File: src/rtl/if_fetch_unit.sv
// -----------------------------------------------------------------------------
// if_fetch_unit
//
// Instruction-fetch stage in front of a combinational instruction ROM. It owns
// the program counter, presents the current PC as the ROM byte address, and
// registers the returned word together with its PC and PC+4. Decode takes the
// result over a valid/ready handshake. Execute can redirect the PC at any time.
// Fetch stops once the PC runs past the populated ROM image.
//
// Build option:
//   MISALIGN_TRAP_EN  When defined, a redirect to a target that is not word
//                     aligned is loaded as-is, raises a sticky misalign_o, and
//                     parks the unit in HALT. When undefined, the target is
//                     forced to word alignment and misalign_o is tied to 0.
//
// Parameters:
//   RESET_PC    PC loaded on reset
//   IMEM_WORDS  populated ROM words; fetch stops at PC >= IMEM_WORDS*4
//   CNT_W       width of the completed-handshake counter
//
// Ports:
//   clk            rising-edge clock
//   rst            synchronous, active-high reset
//   imem_addr_o    ROM byte address (the current PC)
//   imem_rdata_i   ROM read data, valid in the same cycle as imem_addr_o
//   redirect_i     taken branch/jump this cycle
//   redirect_pc_i  redirect target
//   if_valid_o     if_* outputs hold a live instruction
//   if_ready_i     decode accepts this cycle
//   if_instr_o     fetched instruction
//   if_pc_o        address of if_instr_o
//   if_pc4_o       if_pc_o + 4
//   halted_o       unit is in HALT
//   fetch_cnt_o    completed handshakes (valid & ready), wraps
//   misalign_o     sticky misaligned-redirect flag (0 unless MISALIGN_TRAP_EN)
// -----------------------------------------------------------------------------
module if_fetch_unit #(
  parameter logic [31:0] RESET_PC   = 32'h0000_0000,
  parameter int          IMEM_WORDS = 21,
  parameter int          CNT_W      = 16
) (
  input  logic             clk,
  input  logic             rst,
  output logic [31:0]      imem_addr_o,
  input  logic [31:0]      imem_rdata_i,
  input  logic             redirect_i,
  input  logic [31:0]      redirect_pc_i,
  output logic             if_valid_o,
  input  logic             if_ready_i,
  output logic [31:0]      if_instr_o,
  output logic [31:0]      if_pc_o,
  output logic [31:0]      if_pc4_o,
  output logic             halted_o,
  output logic [CNT_W-1:0] fetch_cnt_o,
  output logic             misalign_o
);

  // First byte address past the ROM image.
  localparam logic [31:0] PC_END = 32'(IMEM_WORDS) << 2;

  typedef enum logic [1:0] {
    ST_RUN  = 2'd0,
    ST_HOLD = 2'd1,
    ST_HALT = 2'd2
  } state_e;

  state_e      state_q, state_d;
  logic [31:0] pc_q;
  logic        fire;
  logic        slot_free;
  logic        pc_in_range;
  logic        capture;
  logic [31:0] tgt_pc;
  logic        tgt_misaligned;

  assign fire        = if_valid_o & if_ready_i;
  assign slot_free   = ~if_valid_o | if_ready_i;
  assign pc_in_range = (pc_q < PC_END);
  assign imem_addr_o = pc_q;
  assign halted_o    = (state_q == ST_HALT);

  // Redirect target handling depends on whether misaligned targets trap.
`ifdef MISALIGN_TRAP_EN
  assign tgt_pc         = redirect_pc_i;
  assign tgt_misaligned = (redirect_pc_i[1:0] != 2'b00);
`else
  logic unused_tgt_low;
  assign unused_tgt_low = ^redirect_pc_i[1:0];
  assign tgt_pc         = {redirect_pc_i[31:2], 2'b00};
  assign tgt_misaligned = 1'b0;
`endif

  // Next-state and capture decision. Redirect dominates every state and
  // suppresses capture in its own cycle (the ROM word at the old PC is stale).
  always_comb begin
    // NOTE: every combinational output gets a default first so no path can
    // leave it unassigned and infer a latch.
    state_d = state_q;
    capture = 1'b0;
    if (redirect_i) begin
      state_d = (tgt_misaligned || (tgt_pc >= PC_END)) ? ST_HALT : ST_RUN;
    end else begin
      unique case (state_q)
        ST_RUN, ST_HOLD: begin
          if (!pc_in_range) begin
            state_d = ST_HALT;
          end else if (slot_free) begin
            capture = 1'b1;
            state_d = ST_RUN;
          end else begin
            state_d = ST_HOLD;
          end
        end
        ST_HALT: state_d = ST_HALT;
        default: state_d = ST_RUN;
      endcase
    end
  end

  // NOTE: sequential state uses non-blocking assignments so every register
  // samples the pre-edge values of its peers, independent of block order.
  always_ff @(posedge clk) begin
    if (rst) begin
      state_q <= ST_RUN;
    end else begin
      state_q <= state_d;
    end
  end

  always_ff @(posedge clk) begin
    if (rst) begin
      pc_q        <= RESET_PC;
      if_valid_o  <= 1'b0;
      if_instr_o  <= 32'h0;
      if_pc_o     <= 32'h0;
      if_pc4_o    <= 32'h0;
      fetch_cnt_o <= '0;
    end else begin
      // A handshake in the redirect cycle still completes and is counted.
      if (fire) begin
        fetch_cnt_o <= fetch_cnt_o + 1'b1;
      end
      if (redirect_i) begin
        pc_q       <= tgt_pc;
        if_valid_o <= 1'b0;
      end else if (capture) begin
        if_instr_o <= imem_rdata_i;
        if_pc_o    <= pc_q;
        if_pc4_o   <= pc_q + 32'd4;
        if_valid_o <= 1'b1;
        pc_q       <= pc_q + 32'd4;
      end else if (fire) begin
        // Consumed with nothing new to offer (HALT or end of image).
        if_valid_o <= 1'b0;
      end
    end
  end

`ifdef MISALIGN_TRAP_EN
  // Sticky until the next redirect, which rewrites it with that target's
  // alignment status.
  always_ff @(posedge clk) begin
    if (rst) begin
      misalign_o <= 1'b0;
    end else if (redirect_i) begin
      misalign_o <= tgt_misaligned;
    end
  end
`else
  assign misalign_o = 1'b0;
`endif

endmodule

File: config.mk
export PLATFORM = sky130hd
export DESIGN_NAME = if_fetch_unit
export DESIGN_NICKNAME = d
export VERILOG_FILES = /design/src/rtl/if_fetch_unit.sv
export SDC_FILE = /design/constraint.sdc
export NUM_CORES = 1
export LEC_CHECK = 0
export ABC_CLOCK_PERIOD_IN_PS = 1550
export CAP_MARGIN = 20
export CORE_MARGIN = 2
export CORE_UTILIZATION = 38
export CTS_CLUSTER_DIAMETER = 200
export DETAILED_ROUTE_END_ITERATION = 10
export PLACE_DENSITY = 0.88
export SLEW_MARGIN = 15
export SYNTH_ARGS = -nofsm -noshare
export SYNTH_HDL_FRONTEND = slang
export SYNTH_SLANG_ARGS = --single-unit
File: constraint.sdc
create_clock -name clk -period 1.55 [get_ports clk]
set_input_delay 0.155 -clock clk [delete_from_list [all_inputs] [get_ports clk]]
set_output_delay 0.155 -clock clk [all_outputs]
set_load 0.05 [all_outputs]
[Word level (Yosys, flattened, before mapping)]
Cells that the tools add are included.
W data, S select, Z words.
Word-level totals
  bits in registers: 147
  output and inout port bits: 147
Operators by class
  add/subtract/negate cells: 2
  $lt $le $gt $ge: 2
  eq/ne operators: 2
  multiplexer cells: 13
  bitwise gates (word level): 4
  reductions and logical operators: 6
Operators with widths (count)
  $mux W32: 2
  $add A32 B3 Y32 const B: 1
  $ge A32 B7 Y1 const B: 1
  $lt A32 B7 Y1 const B: 1
  $add A16 B1 Y16 const B: 1
  $mux W1: 7
  $mux W2: 3
  $pmux W2 S2: 1
  $reduce_bool A2 Y1: 2
  $reduce_or A2 Y1: 2
  $eq A2 B1 Y1 const B: 1
  $eq A2 B2 Y1 const B: 1
  $logic_not A2 Y1: 1
  $not A1 Y1: 2
  $reduce_and A2 Y1: 1
  $and A1 B1 Y1: 1
  $or A1 B1 Y1: 1

[Longest topological paths before layout]
Gate-level depths: netlist of the first run.
  depth after elaboration: 8
  mapped depth: 9
  mapped depth without buffers: 7

[Worst setup path before layout of the first run]
Ideal clock, no wire load.
  path type: register -> register
  start: reg pc_q[2], in the netlist imem_addr_o[2]
  end: reg pc_q[22], in the netlist imem_addr_o[22]
  setup time: 0.060 ns
  arrival: 2.079 ns
  data required time: 1.490 ns
  path slack: -0.589 ns
  stages on the path, launching flop included: 9
  cell sequence: dfxtp_1 > inv_1 > ha_1 > nor2b_1 > o21ai_2 > and4_4 > nor3_2 > buf_2 > a22o_2
Between the ends
  cells in the longest elaborated chain, start to end: 5
Ends and longest elaborated chain
  from (decl): RTL line 68  | logic [31:0] pc_q;
  from (signal assigned): RTL line 144  | pc_q <= tgt_pc;
  from (signal assigned): RTL line 151  | pc_q <= pc_q + 32'd4;
  $lt A32 B7 Y1: RTL line 78  | assign pc_in_range = (pc_q < PC_END);
  $mux W1: RTL line 105  | if (!pc_in_range) begin
  $mux W1: RTL line 103  | unique case (state_q)
  $mux W1: RTL line 100  | if (redirect_i) begin
  $reduce_bool A2 Y1 (no source line)
Several ways; a longest one is shown, not always the timed one. The select of a mux whose other input is x is not followed.
A chain may end at the register's enable or synchronous reset.

[Worst setup path after layout of the first run]
  start: reg pc_q[24], in the netlist imem_addr_o[24]
  end: reg if_pc_o[10]
Between the ends
  cells in the longest elaborated chain, start to end: 5
Ends and longest elaborated chain
  $lt A32 B7 Y1: RTL line 78
  $mux W1: RTL line 105
  $mux W1: RTL line 103
  $mux W1: RTL line 100
  $reduce_and A2 Y1 (no source line)
  to (signal assigned): RTL line 148  | if_pc_o <= pc_q;
  to (decl): RTL line 51  | output logic [31:0] if_pc_o,
No other way between the ends.

==> results of run 1 <==
==> area by class of cell <==
| class | instances | area (µm²) |
|---|---|---|
| clock inverters | 14 | 108 |
| fillers | 1019 | 4720 |
| repair buffers | 281 | 2520 |
| multi-input cells | 295 | 2190 |
| clock buffers | 18 | 450 |
| flip-flops and latches | 141 | 2910 |
| well taps | 176 | 220 |
| inverters | 7 | 26.3 |
==> layer usage <==
layer  track usage (%)  wire length, µm  vias up
met4              8.24              292        0
met1              23.8             6040     2171
met2              36.3             7970      170
met3              5.84              925       23
met5                 0                0        -
li1                  -                -     2150
==> critical path: stages, from the launching register on <==
cell and delay (ns):
dfxtp_4 0.35, nor4_4 0.31, and3_4 0.24, and4_4 0.24
buf_4 0.13, nor2_4 0.07, buf_12 0.16, buf_16 0.13
and2_1 0.14
==> cells by family after synthesis <==
logic type / after synthesis / share of synthesized area [%]
xor gates and xnor gates: 17 / 2.95
DFF: 141 / 55.8
other: 1 / 0.0742
and+or+nand+nor: 181 / 19.7
muxes: 40 / 7.92
AOI/OAI and AO/OA: 46 / 7.45
buffers and inverters: 38 / 5.37
adders and majority gates: 3 / 0.743
==> state kept, by name (all words and copies together) (netlist names) <==
register     count
imem_addr_o     30
fetch_cnt_o     16
if_pc_o         30
if_instr_o      32
state_q          2
if_pc4_o        30
if_valid_o       1
==> timing repair <==
item                                    in CTS  in global routing
hold endpoints to repair                     0                  0
cloned                                       8                  2
setup buffers                                8                  3
resized for setup                           33                 20
hold buffers                                 0                  0
pin swaps                                   15                  9
endpoints found under the setup margin     123                128
==> layout by cell type, fill, tap and decap left out, types with 3 or more instances in the layout <==
cell type        synthesis  routed
a211oi_2                 3       5
a21oi_1                  4       4
a22o_1                  23      23
and2_1                  50      50
and4_4                   2       3
buf_12                   5       5
buf_16                   0       5
buf_4                    8     194
buf_6                    1       9
clkbuf_16                0      21
clkdlybuf4s50_1          0      64
clkinv_2                 0       3
clkinv_4                 0       5
conb_1                   1       7
dfxtp_1                141     104
dfxtp_2                  0      21
dfxtp_4                  0      16
inv_1                    6       5
inv_6                    0       4
mux2i_1                 40      37
nand2_1                 11       8
nand2_2                  0       3
nand3_1                 10      10
nand4_1                  4       4
nor2_1                  67      65
nor4_1                  12       5
nor4_4                   2       7
o21ai_0                  5       5
or3_1                    5       4
xnor2_1                  6       5
xor2_1                  11      11
==> final timing paths <==
kind,slack (ns),to,start,depth (start not counted)
min reg2reg,0.46,if_pc_o[26]$_SDFFE_PP0P_,if_pc_o[26]$_SDFFE_PP0P_,1
max reg2reg,-0.32,if_pc_o[10]$_SDFFE_PP0P_,imem_addr_o[24]$_SDFFE_PP0P_,8
max,-0.32,if_pc_o[10]$_SDFFE_PP0P_,imem_addr_o[24]$_SDFFE_PP0P_,8
min,0.27,if_pc_o[4]$_SDFFE_PP0P_,rst,3
==> where the power goes <==
part           switching [mW]  internal (mW)
Combinational           0.530          0.477
Sequential             0.0472           3.67
Clock                    1.61           2.16
Total                    2.19           6.31
==> per-stage QoR <==
step	TNS (ns)	instance area, µm²	setup WS [ns]	cells	utilization (%)
6_report	-31.10	8420	-0.323	932	64.1
5_1_grt	-40.14	8420	-0.405	932	64.1
4_1_cts	-28.22	8280	-0.292	928	63.0
3_5_place_dp	-54.05	7320	-0.588	880	55.8
3_3_place_gp	-66.35	7310	-0.726	879	55.6
2_1_floorplan	-21.50	5200	-0.228	473	-
==> flow_summary.json, run 1 <==
{
  "num_rows": 42,
  "dr.pass1.iters": 4,
  "synth_most_common_cell": "dfxtp_1",
  "cts_root_buf": "clkbuf_16",
  "drtIter0Drc": 259,
  "critPathKind": "reg -> reg",
  "setup_ws_ns": -0.323,
  "cp_data_required_time_ns": 1.85,
  "portBuffers": 205,
  "nets": 814,
  "numCtsBuffers": 17,
  "synth_ff_type": "dfxtp_1",
  "gr-total-overflow": 0,
  "violations": "setup timing",
  "finalHoldViolCount": 0,
  "viasPerCell": 4.84,
  "synth_seq_cells": 141,
  "antennaDiodeCount": 0,
  "synth.top_cell.area_share_pct": 55.8,
  "dp_hpwl_um": 10300,
  "dieArea_mm2": 0.0142,
  "status": "complete, but fails checks",
  "yosys-top-cells-area": "dfxtp_1 56%, mux2i_1 7.9%, and2_1 6.2%",
  "ios": 215,
  "report.final.slew_viol_count": 0,
  "syn_area_mm2": 0.00505,
  "rsz0062_at_grt": "yes",
  "tritoncts": "built",
  "cellLeakagePower_nw": 3.61,
  "num_vias": 4514,
  "ir_drop_mv": 0.796,
  "fin_crit_sh_pct": 121,
  "cap_violations": 0,
  "start_util_pct": 38.5,
  "area_growth_pct": 66.6,
  "skew_ns": 0.0149,
  "grt_usage_pct": 20.7,
  "cp.arrival_ns": 2.17,
  "clkTransAtPathRegs_ns": 0.06,
  "grt_pass1_wl_um": 23300,
  "h-tree-depth": 4,
  "drtAntennaViolNets": 0,
  "hold_slack_ns": 0.272,
  "ys.warnings.count": 0,
  "layout_min_cycle_time_ns": 1.87,
  "die_w_um": 119,
  "yosys-top-cells-count": "141 x dfxtp_1, 67 x nor2_1, 50 x and2_1",
  "clock_latency_ns": 0.41,
  "wl_um": 15200,
  "drc": 0,
  "setup_viol": 122,
  "cts.sinks": 141,
  "yosysUniqueCellTypes": 43,
  "syn_area_per_cell_um2": 10.8,
  "hold_path_class": "in -> reg",
  "path_max_fanout": 8,
  "grt_start_max_net_pins": 45,
  "synthCells": 467,
  "gp_congestion": 0.810,
  "async_flop_share_pct": 0,
  "p_total_mw": 8.50,
  "max_freq_ghz": 0.534,
  "grt_pass1_vias": 4560,
  "power_density_mw_per_mm2": 1010,
  "cp-start-kind": "flip-flop",
  "yosysSeqAreaShare_pct": 55.8,
  "clk_path_buf_depth": 2,
  "die_y_um": 119,
  "antenna_found_initial": 0,
  "drive_gt1_share_pct": 43.5,
  "wl_per_cell_um": 16.3,
  "synth-edff-count": 0,
  "endpoint_kind": "flip-flop",
  "yosys.area.top_type": "dfxtp_1",
  "core_mm2": 0.0131
}
(Power assumes the default switching activity.)
==> run 2, diff against run 1 <==
Settings changed: SKIP_LAST_GASP set to 1.
==> run 2 against run 1 <==
The run still ends with setup timing left. Maximum frequency fell by 0.73%. Final cell count did not move. Non-clock buffer count did not move. Via count fell by 0.16%. Power barely moved. Global-route usage barely moved. Utilization did not move. Count of clock-buffer cells in the layout did not move. First-iteration DRC count fell by 26%. Clock power barely moved. Sequential power barely moved. Critical path type unchanged.
==> flow_summary.json, run 2 (synthesized netlist as in run 1, its figures left out) <==
{
  "grt_pass1_vias": 4563,
  "antennaDiodeCount": 0,
  "seqCellArea_mm2": 0.00291,
  "tritoncts": "built",
  "final_cell_mix": "194 x buf_4, 104 x dfxtp_1, 65 x nor2_1",
  "use_met3_pct": 5.84,
  "seq_power_share_pct": 43.8,
  "share_comb_of_total_power_pct": 11.9,
  "rsz0062_at_grt": "yes",
  "die_y_um": 119,
  "crit_family": "simple AND/OR/NAND/NOR gates",
  "nets": 814,
  "slowest_delay_ns": 0.34,
  "p_switching_mw": 2.18,
  "dp_hpwl_um": 10300,
  "num_vias": 4507,
  "clk_path_buf_depth": 2,
  "hold_path_class": "in -> reg",
  "p_total_mw": 8.49,
  "crit_path_cell_trace": "nor4_4, and4_4, and4_4, buf_4, nor2_4, buf_12, buf_16, and2_1",
  "status": "complete, but fails checks",
  "endpoint_kind": "flip-flop",
  "cts.sinks": 141,
  "nFillCells": 1021,
  "switching_share_pct": 25.7,
  "antenna_found_initial": 0,
  "drtIter0Drc": 192,
  "portBuffers": 205,
  "clock_latency_ns": 0.41,
  "fin_util_pct": 64.1,
  "grt_use_met1_pct": 23.9,
  "critPathSlowestCell": "dfxtp_2",
  "gr-total-overflow": 0,
  "power_frac_clock_pct": 44.4,
  "grt_usage_pct": 20.7,
  "layout_commonest_cell": "buf_4",
  "wl_um": 15200,
  "layout_min_cycle_time_ns": 1.89,
  "report.final.slew_viol_count": 0,
  "cap_violations": 0,
  "drc": 0,
  "multi_input_area_mm2": 0.00219,
  "num_rows": 42,
  "power_density_mw_per_mm2": 1010,
  "core_mm2": 0.0131,
  "drive_gt1_share_pct": 43.4,
  "violations": "setup timing",
  "wl_per_cell_um": 16.3,
  "drtAntennaViolNets": 0,
  "dr.pass1.iters": 4,
  "dieArea_mm2": 0.0142,
  "finalHoldViolCount": 0,
  "use_met2_pct": 36.3,
  "path_max_fanout": 8,
  "largest_register": "if_instr_o",
  "gp_congestion": 0.810,
  "p_int_mw": 6.31,
  "cp.arrival_ns": 2.19,
  "die_w_um": 119,
  "cp-start-kind": "flip-flop",
  "largest_reg_flops": 32,
  "grt_pass1_wl_um": 23300,
  "viasPerCell": 4.84,
  "ctsHoldBuffers": 0,
  "cp_data_required_time_ns": 1.85,
  "ir_drop_mv": 0.791,
  "setup_ws_ns": -0.336,
  "cts_root_buf": "clkbuf_16",
  "skew_ns": 0.00793,
  "critPathKind": "reg -> reg",
  "start_util_pct": 38.5,
  "r2r_slack_ns": -0.34,
  "setup_viol": 122,
  "area_growth_pct": 66.6,
  "max_freq_ghz": 0.530,
  "h-tree-depth": 4,
  "numCtsBuffers": 17,
  "cp_num_buf_inv": 3,
  "crit_top_cell": "and4_4",
  "grt_start_max_net_pins": 45,
  "cellLeakagePower_nw": 3.61,
  "clkTransAtPathRegs_ns": 0.06,
  "grt.busiest_layer": "met2",
  "ios": 215,
  "fin_crit_sh_pct": 122
}
[run 2: worst paths after layout]
check,start,end,cells after the start
worst max-delay path,imem_addr_o[11]$_SDFFE_PP0P_,if_pc_o[10]$_SDFFE_PP0P_,8
worst min register to register,if_pc_o[26]$_SDFFE_PP0P_,if_pc_o[26]$_SDFFE_PP0P_,1
worst max register to register,imem_addr_o[11]$_SDFFE_PP0P_,if_pc_o[10]$_SDFFE_PP0P_,8
worst min-delay path,rst,if_pc_o[4]$_SDFFE_PP0P_,3
[run 2: metrics by stage]
stage	cells	setup WS (ns)	area, µm²	setup TNS (ns)	hold WS, ns
finish	932	-0.336	8420	-32.61	0.281
global route	932	-0.405	8420	-40.41	0.268
CTS	928	-0.292	8280	-28.22	0.254
detailed placement	880	-0.588	7320	-54.05	0.446
global placement	879	-0.726	7310	-66.35	0.444
floorplan	473	-0.228	5200	-21.50	0.280
[run 2: cell type report]
cell class                      count  share of cell area, %
Clock buffer                       18                   5.35
Clock inverter                     14                   1.28
Inverter                            7                  0.312
Multi-Input combinational cell    295                   26.0
Sequential cell                   141                   34.5
Tap cell                          176                   2.62
Timing Repair Buffer              281                   29.9
[run 2: per-layer routing]
metal | vias up | wire [µm] | share of wire (%)
li1 | 2150 | - | -
met1 | 2171 | 6070 | 40
met2 | 159 | 7920 | 52
met3 | 27 | 872 | 5.7
met4 | 0 | 322 | 2.1
met5 | - | 0 | 0
[run 2: power groups by stage]
stage	sequential (mW)	clock, mW	combinational (mW)
floorplan	3.98	0	0.262
global placement	3.78	0	0.849
detailed placement	3.78	0	0.869
CTS	3.72	3.85	0.978
global route	3.72	4.01	1.06
finish	3.72	3.77	1.01
[run 2: timing repair]
item / in CTS / in global routing
resized for setup: 33 / 18
gates cloned: 8 / 2
setup endpoints to repair: 123 / 128
setup buffers: 8 / 3
pin swaps: 15 / 9
hold endpoints to repair: 0 / 0
[run 2: worst min-delay path, delay by kind of cell]
family | cells | cell delay (ns)
buffers and inverters | 2 | 0.40
AND/OR/NAND/NOR | 1 | 0.09
==> run 3, diff against run 2 <==
Settings changed: ABC_CLOCK_PERIOD_IN_PS 1550 to 2200, CORE_UTILIZATION 38 to 40, REMOVE_ABC_BUFFERS set to 1, SLEW_MARGIN 15 to not set.
Clock period 1.55 ns to 2.2 ns, I/O delays scaled along.
==> run 3 against run 2 <==
Sequential cell count unchanged. Clock skew hardly changed. Critical path type unchanged. The flow now finishes without violations. Clock power down 28%. Utilization fell by 1.6 points. Count of clock-buffer cells in the layout decreased by 1. Via count is 8.8% lower. Final area decreased by 7.5%. Final cell count fell by 7.2%.
==> flow_summary.json, run 3 (synthesized netlist as in run 1, its figures left out) <==
{
  "status": "finished clean",
  "worstMarginPinSlew_ns": 0.688,
  "path_max_fanout": 15,
  "largest_reg_flops": 32,
  "final_cell_mix": "204 x clkdlybuf4s50_1, 141 x dfxtp_1, 67 x nor2_1",
  "max_freq_ghz": 0.487,
  "hold_slack_ns": 0.0967,
  "wl_per_cell_um": 14.8,
  "clock_latency_ns": 0.41,
  "ios": 215,
  "h-tree-depth": 4,
  "crit_path_cell_trace": "nor4_1, and4_2, and4_4, buf_4, buf_4, mux2i_1, nor2_1",
  "tritoncts": "built",
  "cp.arrival_ns": 2.32,
  "num_rows": 41,
  "ir_drop_mv": 0.541,
  "fin_util_pct": 62.5,
  "drc": 0,
  "fin_crit_sh_pct": 93.4,
  "dieArea_mm2": 0.0136,
  "drtIter0Drc": 203,
  "layout_min_cycle_time_ns": 2.05,
  "power_density_mw_per_mm2": 757,
  "antennaDiodeCount": 0,
  "viasPerCell": 4.75,
  "grt_start_max_net_pins": 67,
  "finalInstanceArea_mm2": 0.00779,
  "place_inst": 833,
  "drtAntennaViolNets": 0,
  "area_growth_pct": 54.1,
  "hold_path_class": "in -> reg",
  "clkTransAtPathRegs_ns": 0.06,
  "post-cts-setup-buffers": 0,
  "cap_violations": 0,
  "finalHoldViolCount": 0,
  "cp_num_buf_inv": 2,
  "numCtsBuffers": 17,
  "cellLeakagePower_nw": 2.86,
  "cts-resized-gates": 0,
  "cts.sinks": 141,
  "critPathSlowestCell": "and4_2",
  "clk_path_buf_depth": 2,
  "die_y_um": 116,
  "layout_commonest_cell": "clkdlybuf4s50_1",
  "cts_root_buf": "clkbuf_16",
  "antenna_found_initial": 0,
  "crit_top_cell": "buf_4",
  "ctsHoldBuffers": 0,
  "slowest_delay_ns": 0.35,
  "rsz0062_at_grt": "no",
  "setup_viol": 0,
  "start_util_pct": 40.6,
  "dr.pass1.iters": 4,
  "portBuffers": 205,
  "endpoint_kind": "flip-flop",
  "cp-start-kind": "flip-flop",
  "largest_register": "if_instr_o",
  "die_w_um": 116,
  "core_mm2": 0.0125,
  "report.final.slew_viol_count": 0,
  "dp_hpwl_um": 9530,
  "place_area_mm2": 0.00722,
  "grt_usage_pct": 18.7,
  "nets": 751,
  "wl_um": 12800,
  "critPathKind": "reg -> reg",
  "num_vias": 4109,
  "stdcell_count": 865,
  "max_slew_margin_pct": 54.1,
  "drive_gt1_share_pct": 8.80,
  "nFillCells": 992,
  "grt_pass1_wl_um": 20000,
  "crit_family": "simple AND/OR/NAND/NOR gates",
  "gp_congestion": 0.795,
  "gr-total-overflow": 0,
  "grt_pass1_vias": 4143,
  "skew_ns": 0.00823,
  "cp_data_required_time_ns": 2.47
}
[run 3: cell count changes in the layout (fill, tap and decap cells not counted), sizes merged]
| cell | change |
|---|---|
| clkinv | -4 |
| buf | -200 |
| clkbuf | -3 |
| clkdlybuf4s50 | +140 |
| inv | +5 |
| nor3 | -1 |
[run 3: path summary, 6_finish.rpt]
check                               from                          end  slack (ns)  depth (start not counted)
min                                  rst        state_q[1]$_SDFF_PP0_         0.1                          2
max reg2reg  imem_addr_o[8]$_SDFFE_PP0P_  if_instr_o[13]$_SDFFE_PP0P_        0.15                          7
min reg2reg    if_pc4_o[12]$_SDFFE_PP0P_    if_pc4_o[12]$_SDFFE_PP0P_        0.46                          1
max          imem_addr_o[8]$_SDFFE_PP0P_  if_instr_o[13]$_SDFFE_PP0P_        0.15                          7
[run 3: metal layers]
layer | vias up | track usage [%] | routed length, µm
li1 | 2012 | - | -
met1 | 1917 | 21.6 | 5190
met2 | 160 | 32.8 | 6310
met3 | 20 | 6.59 | 1050
met4 | 0 | 5.79 | 218
met5 | - | 0 | 0
[run 3: cell type report]
class                   count  area (µm²)  area share [%]
multi-input cells         294        1980            25.5
clock inverters            15         146            1.88
repair buffers            219        2170            27.9
flip-flops and latches    141        2820            36.2
clock buffers              17         425            5.46
well taps                 172         215            2.76
inverters                   7        26.3           0.337
[run 3: through the flow]
step / TNS [ns] / setup slack (ns) / power, mW
4_1_cts: 0 / 0.109 / 5.97
3_5_place_dp: 0 / 0.00938 / 3.23
2_1_floorplan: -29.52 / -0.436 / 2.95
5_1_grt: 0 / 0.0351 / 6.13
3_3_place_gp: -10.31 / -0.208 / 3.21
6_report: 0 / 0.146 / 5.90
[run 3: power breakdown]
group / switching (mW) / internal, mW
logic: 0.309 / 0.235
registers: 0.0387 / 2.59
clock network: 1.22 / 1.51
